[config.mk]
export PLATFORM = sky130hd
export DESIGN_NAME = boot_loader_ctrl_flat
export DESIGN_NICKNAME = d
export VERILOG_FILES = /design/src/rtl/boot_loader_ctrl_pkg.sv /design/src/rtl/boot_loader_ctrl_if.sv /design/src/rtl/boot_loader_ctrl_word_pack.sv /design/src/rtl/boot_loader_ctrl.sv /design/src/flat_wrapper.sv
export SDC_FILE = /design/constraint.sdc
export NUM_CORES = 1
export LEC_CHECK = 0
export BUFFER_PORTS_ARGS = -buffer_cell sky130_fd_sc_hd__buf_2
export CORE_MARGIN = 3
export CORE_UTILIZATION = 45
export CTS_BUF_LIST = sky130_fd_sc_hd__clkbuf_8
export CTS_CLUSTER_DIAMETER = 120
export CTS_CLUSTER_SIZE = 8
export DETAILED_ROUTE_END_ITERATION = 12
export GPL_ROUTABILITY_DRIVEN = 1
export GPL_TIMING_DRIVEN = 0
export HOLD_SLACK_MARGIN = 0.06
export PLACE_DENSITY = 0.73
export SYNTH_ARGS = -nofsm -noshare
export SYNTH_HDL_FRONTEND = slang
export SYNTH_HIERARCHICAL = 1
export SYNTH_SLANG_ARGS = --single-unit
[constraint.sdc]
create_clock -name clk_i -period 7.7 [get_ports clk_i]
set_input_delay 0.77 -clock clk_i [delete_from_list [all_inputs] [get_ports clk_i]]
set_output_delay 0.77 -clock clk_i [all_outputs]
set_load 0.05 [all_outputs]
[src/rtl/boot_loader_ctrl_pkg.sv]
// Shared types and constants for the TCM boot loader.
package boot_loader_ctrl_pkg;

    typedef enum logic [2:0] {
        ST_IDLE,
        ST_HDR,
        ST_DATA,
        ST_WRITE,
        ST_WAIT_ACK,
        ST_DONE,
        ST_ERROR
    } boot_state_t;

    localparam int unsigned BOOT_HDR_BYTES = 12;
    localparam int unsigned BOOT_TCM_BYTES = 65536;

endpackage

[src/rtl/boot_loader_ctrl_if.sv]
// Byte-stream input and TCM data-port write request bundle of the boot loader.
interface boot_loader_ctrl_if;

    logic        in_valid_i;
    logic [7:0]  in_data_i;
    logic        in_ready_o;

    logic [31:0] mem_d_addr_o;
    logic [31:0] mem_d_data_wr_o;
    logic [3:0]  mem_d_wr_o;
    logic        mem_d_accept_i;
    logic        mem_d_ack_i;
    logic        mem_d_error_i;

    // master: the loader side
    modport master (
        input  in_valid_i, in_data_i, mem_d_accept_i, mem_d_ack_i, mem_d_error_i,
        output in_ready_o, mem_d_addr_o, mem_d_data_wr_o, mem_d_wr_o
    );

    // slave: byte source and TCM side
    modport slave (
        output in_valid_i, in_data_i, mem_d_accept_i, mem_d_ack_i, mem_d_error_i,
        input  in_ready_o, mem_d_addr_o, mem_d_data_wr_o, mem_d_wr_o
    );

endinterface

[src/rtl/boot_loader_ctrl_word_pack.sv]
// Byte-to-word lane packer; word_o/strb_o already include the byte pushed this cycle.
module boot_word_pack (
    input  logic        clk_i,
    input  logic        rst_ni,
    input  logic        clear_i,
    input  logic        push_i,
    input  logic [7:0]  byte_i,
    output logic [31:0] word_o,
    output logic [3:0]  strb_o
);

    logic [31:0] word_q, word_d;
    logic [3:0]  strb_q, strb_d;
    logic [1:0]  lane_q, lane_d;

    always_comb begin
        word_d = word_q;
        strb_d = strb_q;
        lane_d = lane_q;
        if (clear_i) begin
            word_d = '0;
            strb_d = '0;
            lane_d = '0;
        end else if (push_i) begin
            word_d[{lane_q, 3'b000} +: 8] = byte_i;
            strb_d[lane_q]                = 1'b1;
            lane_d                        = lane_q + 2'd1;
        end
    end

    always_ff @(posedge clk_i or negedge rst_ni) begin
        if (!rst_ni) begin
            word_q <= '0;
            strb_q <= '0;
            lane_q <= '0;
        end else begin
            word_q <= word_d;
            strb_q <= strb_d;
            lane_q <= lane_d;
        end
    end

    assign word_o = word_d;
    assign strb_o = strb_d;

endmodule

[src/rtl/boot_loader_ctrl.sv]
// Streams a header plus payload image into the TCM and then releases the core from reset.
module boot_loader_ctrl
    import boot_loader_ctrl_pkg::*;
#(
    parameter int unsigned TCM_BYTES = BOOT_TCM_BYTES,
    parameter int unsigned HDR_BYTES = BOOT_HDR_BYTES
) (
    input  logic               clk_i,
    input  logic               rst_ni,
    input  logic               start_i,
    boot_loader_ctrl_if.master bus,
    output logic               own_o,
    output logic               core_rst_o,
    output logic [31:0]        boot_pc_o,
    output logic               done_o,
    output logic               error_o
);

    boot_state_t state_q;
    logic [3:0]  hdr_cnt_q;
    logic [31:0] base_q, len_q, remaining_q, waddr_q;
    logic [31:0] boot_pc_q, addr_q, wdata_q;
    logic [3:0]  wr_q;
    logic        in_ready_q, own_q, core_rst_q, done_q, error_q;

    logic        in_xfer, hdr_last, hdr_bad, last_byte, ack_evt;
    logic [32:0] hdr_end;
    logic [31:0] pack_word;
    logic [3:0]  pack_strb;

    assign in_xfer   = bus.in_valid_i & in_ready_q;
    assign hdr_last  = (hdr_cnt_q == 4'(HDR_BYTES - 1));
    assign hdr_end   = {1'b0, base_q} + {1'b0, len_q};
    assign hdr_bad   = (base_q[1:0] != 2'b00) || (hdr_end > 33'(TCM_BYTES));
    assign last_byte = pack_strb[3] || (remaining_q == 32'd1);
    // An ack in the same cycle as accept completes the write without visiting WAIT_ACK.
    assign ack_evt   = bus.mem_d_ack_i &
                       ((state_q == ST_WAIT_ACK) | ((state_q == ST_WRITE) & bus.mem_d_accept_i));

    boot_word_pack u_pack (
        .clk_i   (clk_i),
        .rst_ni  (rst_ni),
        .clear_i (state_q != ST_DATA),
        .push_i  (in_xfer && (state_q == ST_DATA)),
        .byte_i  (bus.in_data_i),
        .word_o  (pack_word),
        .strb_o  (pack_strb)
    );

    always_ff @(posedge clk_i or negedge rst_ni) begin
        if (!rst_ni) begin
            state_q     <= ST_IDLE;
            hdr_cnt_q   <= '0;
            base_q      <= '0;
            len_q       <= '0;
            remaining_q <= '0;
            waddr_q     <= '0;
            boot_pc_q   <= '0;
            addr_q      <= '0;
            wdata_q     <= '0;
            wr_q        <= '0;
            in_ready_q  <= 1'b0;
            own_q       <= 1'b0;
            core_rst_q  <= 1'b1;
            done_q      <= 1'b0;
            error_q     <= 1'b0;
        end else begin
            case (state_q)
                ST_IDLE: begin
                    if (start_i) begin
                        state_q    <= ST_HDR;
                        hdr_cnt_q  <= '0;
                        in_ready_q <= 1'b1;
                        own_q      <= 1'b1;
                    end
                end
                ST_HDR: begin
                    if (in_xfer) begin
                        hdr_cnt_q <= hdr_cnt_q + 4'd1;
                        case (hdr_cnt_q[3:2])
                            2'd0:    base_q[{hdr_cnt_q[1:0], 3'b000} +: 8]    <= bus.in_data_i;
                            2'd1:    len_q[{hdr_cnt_q[1:0], 3'b000} +: 8]     <= bus.in_data_i;
                            default: boot_pc_q[{hdr_cnt_q[1:0], 3'b000} +: 8] <= bus.in_data_i;
                        endcase
                        if (hdr_last) begin
                            remaining_q <= len_q;
                            waddr_q     <= base_q;
                            if (hdr_bad) begin
                                state_q    <= ST_ERROR;
                                error_q    <= 1'b1;
                                own_q      <= 1'b0;
                                in_ready_q <= 1'b0;
                            end else if (len_q == '0) begin
                                state_q    <= ST_DONE;
                                done_q     <= 1'b1;
                                own_q      <= 1'b0;
                                in_ready_q <= 1'b0;
                            end else begin
                                state_q <= ST_DATA;
                            end
                        end
                    end
                end
                ST_DATA: begin
                    if (in_xfer) begin
                        remaining_q <= remaining_q - 32'd1;
                        if (last_byte) begin
                            state_q    <= ST_WRITE;
                            in_ready_q <= 1'b0;
                            wr_q       <= pack_strb;
                            wdata_q    <= pack_word;
                            addr_q     <= waddr_q;
                        end
                    end
                end
                ST_WRITE, ST_WAIT_ACK: begin
                    if ((state_q == ST_WRITE) && bus.mem_d_accept_i) begin
                        state_q <= ST_WAIT_ACK;
                        wr_q    <= '0;
                        waddr_q <= waddr_q + 32'd4;
                    end
                    if (ack_evt) begin
                        if (bus.mem_d_error_i) begin
                            state_q <= ST_ERROR;
                            error_q <= 1'b1;
                            own_q   <= 1'b0;
                        end else if (remaining_q == '0) begin
                            state_q <= ST_DONE;
                            done_q  <= 1'b1;
                            own_q   <= 1'b0;
                        end else begin
                            state_q    <= ST_DATA;
                            in_ready_q <= 1'b1;
                        end
                    end
                end
                ST_DONE:  core_rst_q <= 1'b0;
                ST_ERROR: core_rst_q <= 1'b1;
                default:  state_q    <= ST_IDLE;
            endcase
        end
    end

    assign bus.in_ready_o      = in_ready_q;
    assign bus.mem_d_addr_o    = addr_q;
    assign bus.mem_d_data_wr_o = wdata_q;
    assign bus.mem_d_wr_o      = wr_q;
    assign own_o               = own_q;
    assign core_rst_o          = core_rst_q;
    assign boot_pc_o           = boot_pc_q;
    assign done_o              = done_q;
    assign error_o             = error_q;

endmodule

[src/flat_wrapper.sv]
// flat-port wrapper written by rule: the top's interface ports become plain ports
module boot_loader_ctrl_flat import boot_loader_ctrl_pkg::*;
#(
    parameter int unsigned TCM_BYTES = BOOT_TCM_BYTES,
    parameter int unsigned HDR_BYTES = BOOT_HDR_BYTES
)
  (clk_i, rst_ni, start_i, own_o, core_rst_o, boot_pc_o, done_o, error_o, bus_in_valid_i, bus_in_data_i, bus_mem_d_accept_i, bus_mem_d_ack_i, bus_mem_d_error_i, bus_in_ready_o, bus_mem_d_addr_o, bus_mem_d_data_wr_o, bus_mem_d_wr_o);
  boot_loader_ctrl_if bus_i ();
  input  logic clk_i;
  input  logic rst_ni;
  input  logic start_i;
  output logic own_o;
  output logic core_rst_o;
  output logic [31:0] boot_pc_o;
  output logic done_o;
  output logic error_o;
  input wire logic [$bits(bus_i.in_valid_i)-1:0] bus_in_valid_i;
  input wire logic [$bits(bus_i.in_data_i)-1:0] bus_in_data_i;
  input wire logic [$bits(bus_i.mem_d_accept_i)-1:0] bus_mem_d_accept_i;
  input wire logic [$bits(bus_i.mem_d_ack_i)-1:0] bus_mem_d_ack_i;
  input wire logic [$bits(bus_i.mem_d_error_i)-1:0] bus_mem_d_error_i;
  output wire logic [$bits(bus_i.in_ready_o)-1:0] bus_in_ready_o;
  output wire logic [$bits(bus_i.mem_d_addr_o)-1:0] bus_mem_d_addr_o;
  output wire logic [$bits(bus_i.mem_d_data_wr_o)-1:0] bus_mem_d_data_wr_o;
  output wire logic [$bits(bus_i.mem_d_wr_o)-1:0] bus_mem_d_wr_o;
  assign bus_i.in_valid_i = bus_in_valid_i;
  assign bus_i.in_data_i = bus_in_data_i;
  assign bus_i.mem_d_accept_i = bus_mem_d_accept_i;
  assign bus_i.mem_d_ack_i = bus_mem_d_ack_i;
  assign bus_i.mem_d_error_i = bus_mem_d_error_i;
  assign bus_in_ready_o = bus_i.in_ready_o;
  assign bus_mem_d_addr_o = bus_i.mem_d_addr_o;
  assign bus_mem_d_data_wr_o = bus_i.mem_d_data_wr_o;
  assign bus_mem_d_wr_o = bus_i.mem_d_wr_o;
  boot_loader_ctrl #(.TCM_BYTES(TCM_BYTES), .HDR_BYTES(HDR_BYTES)) u_core (.clk_i(clk_i), .rst_ni(rst_ni), .start_i(start_i), .bus(bus_i), .own_o(own_o), .core_rst_o(core_rst_o), .boot_pc_o(boot_pc_o), .done_o(done_o), .error_o(error_o));
endmodule
==> impl_metrics.json <==
{
  "status": "complete, no violations",
  "floorplan.io_pins": 120,
  "ys_async_sr_fraction_pct": 100,
  "yosys-top-cells-area": "dfrtp_1 (46%), mux2_2 (10%), a21oi_1 (5.6%)",
  "coreArea_um2": 32900,
  "required_ns": 8.14,
  "insertion_delay_ns": 0.56,
  "path_cells": "ha_1, fa_1, a21oi_2, o221ai_4, a221oi_1, a31oi_1, xor2_1, nor4_1, nand4b_1, nor4_4, or3b_1, a21oi_1",
  "wl_per_cell_um": 20.6,
  "cp_max_fo": 5,
  "synth_edf_count": 0,
  "ys.warnings.count": 6,
  "crit_start": "u_core/base_q[0]",
  "cts_hold_buf": 1,
  "track_usage_pct": 24.7,
  "yosysTopAreaCell": "dfrtp_1",
  "ant_nets": 0,
  "netlist_area_um2": 15100,
  "drive_above_1_share_pct": 20.6,
  "grt_max_degree": 127,
  "die_y_um": 189,
  "period_share_pct": 56.0,
  "die-area_um2": 35900,
  "syn_nets": 1660,
  "ir_worst_vdd_mv": 0.126,
  "worst_pin_slew_ns": 0.914,
  "antenna_cells": 0,
  "numCtsBuffers": 40,
  "critical_path_class": "reg2reg",
  "areaGrowthSynthToFinish_pct": 12.3,
  "min_path_type": "reg2reg",
  "fin_crit_ns": 4.31,
  "yosys_register_bits": 278,
  "syn_inst": 1595,
  "cts_setup_buffers": 0,
  "wl_met3_mm": 3.58,
  "drtPass1Iterations": 5,
  "cts_tree": "done",
  "p_per_area_nw_per_um2": 190,
  "ys_types": 81,
  "startpoint_type": "register",
  "met1_length_mm": 19.3,
  "cp.arrival_ns": 4.75,
  "wl_mm": 45.6,
  "skew_ns": 0.0378,
  "dp_hpwl_mm": 34.5,
  "cts_max_level": 2,
  "clockBufferDepth": 3,
  "crit_buf_inv": 0,
  "min_from": "u_core/error_o",
  "grt_pass1_vias": 12966,
  "placementRows": 66,
  "top_layer": "met5",
  "via_per_inst": 5.98,
  "overflow": 0,
  "leakagePower_nw": 7.91,
  "rsz0062_at_grt": "no",
  "cts_root_buf": "clkbuf_8",
  "crit_slowest_cell": "a221oi_1",
  "grt_pass1_wl_mm": 70.9,
  "clock_sinks": 278,
  "slowest_delay_ns": 0.64,
  "vias": 13229,
  "ys_top_cells_by_count": "dfrtp_1 (277), nand2_1 (185), a21oi_1 (168)",
  "synth_top_area_share_pct": 45.8,
  "synthMostInstantiatedCell": "dfrtp_1",
  "timing.final.max_slew_violations": 0,
  "setup_viol": 0,
  "fmax_mhz": 232,
  "max_slew_margin_pct": 39.0,
  "antenna_found_initial": 1,
  "die_x_um": 189,
  "place_congestion": 0.970,
  "path_delay_family": "compound AO/OA/AOI/OAI gates",
  "tns_ns": 0,
  "drcViolationCount": 0,
  "start_util_pct": 46.0,
  "io_buffer_count": 119,
  "ys_seq_area_share_pct": 46.0,
  "route.met2.wl_mm": 20.8,
  "maxCapViolCount": 0,
  "drt_iter0_markers": 1185,
  "rr_startpoint": "u_core/base_q[0]",
  "cts_resized": 0,
  "cp-end-kind": "register",
  "synthFlopType": "dfrtp_1",
  "clkTransAtPathRegs_ns": 0.06,
  "finalNetCount": 1825,
  "avgSynthCellArea_um2": 9.49,
  "hold_viol_final": 0,
  "total_power_w": 0.00322
}
==> cell type report <==
cell class / instances / area [µm²]
tap: 442 / 553
multi-input combinational: 1200 / 7650
buffer: 82 / 389
clock inverter: 10 / 42.5
inverter: 35 / 131
sequential: 278 / 6960
timing repair buffer: 123 / 678
clock buffer: 43 / 592
fill: 3109 / 15900
==> cell usage in the layout (no fill, tap or decap), drive strengths merged, types with 12 or more instances in the layout <==
| cell | synthesis | routed |
|---|---|---|
| dfrtp | 277 | 277 |
| nand2 | 186 | 186 |
| a21oi | 172 | 172 |
| buf | 39 | 160 |
| nor2 | 141 | 141 |
| mux2 | 141 | 141 |
| o21ai | 136 | 136 |
| clkbuf | 43 | 87 |
| ha | 49 | 49 |
| nor3 | 46 | 46 |
| inv | 35 | 45 |
| nand3 | 41 | 41 |
| nand4 | 37 | 37 |
| nor4 | 22 | 22 |
| o22ai | 21 | 21 |
| o211ai | 14 | 14 |
| a22oi | 14 | 14 |
| nand2b | 13 | 13 |
| nor3b | 13 | 13 |
| and3 | 12 | 12 |
==> flip-flops by register name, indices dropped and copies added, names as in the netlist, 2 cells and up <==
name / flops
u_core/bus.mem_d_wr_o: 4
u_core/base_q: 32
u_core/waddr_q: 32
u_core/remaining_q: 32
u_core/hdr_cnt_q: 4
u_core/u_pack/strb_q: 4
u_core/bus.mem_d_data_wr_o: 32
u_core/boot_pc_o: 32
u_core/len_q: 32
u_core/u_pack/word_q: 32
u_core/bus.mem_d_addr_o: 32
u_core/state_q: 3
u_core/u_pack/lane_q: 2
==> report_power, final <==
group | internal, W | switching (W)
registers | 0.00151 | 0.0000616
logic | 0.000198 | 0.000411
clock network | 0.000501 | 0.000547
==> layer usage <==
metal  vias up  track usage (%)
li1       6102                -
met1      6445             33.5
met2       570             39.3
met3       110             5.18
met4         2             9.35
met5         -                0
==> final timing paths <==
| check | depth (start not counted) | slack [ns] | end |
|---|---|---|---|
| worst min register to register | 1 | 0.48 | u_core/error_o |
| worst max register to register | 12 | 3.39 | u_core/state_q[0] |
| worst max-delay path | 12 | 3.39 | u_core/state_q[0] |
| max in group asynchronous | 3 | 6.07 | u_core/u_pack/word_q[28] |
| min in group asynchronous | 2 | 0.65 | u_core/remaining_q[25] |
| worst min-delay path | 1 | 0.48 | u_core/error_o |
==> stage by stage <==
| stage | hold slack [ns] | setup slack, ns | util (%) | std cells | area, µm² |
|---|---|---|---|---|---|
| after global routing | 0.510 | 3.15 | 51.7 | 2213 | 17000 |
| after detailed placement | 0.470 | 3.44 | 49.7 | 2158 | 16300 |
| after global placement | 0.461 | 0.875 | 49.5 | 2156 | 16300 |
| after CTS | 0.485 | 3.45 | 51.7 | 2212 | 17000 |
| after floorplan | 0.440 | 4.22 | - | 1595 | 15100 |
| final | 0.482 | 3.39 | 51.7 | 2213 | 17000 |
==> logic make-up after synthesis <==
logic type               Yosys count  share of synthesized area [%]
AND/OR/NAND/NOR                  567                           18.4
AO/OA/AOI/OAI                    424                           16.4
flip-flops                       278                           46.0
multiplexers                     146                           10.8
buffers and inverters            117                           3.44
adder cells (fa/ha/maj)           50                           4.18
XOR/XNOR                          13                          0.752
No activity file was read; power rests on OpenSTA's default activity.
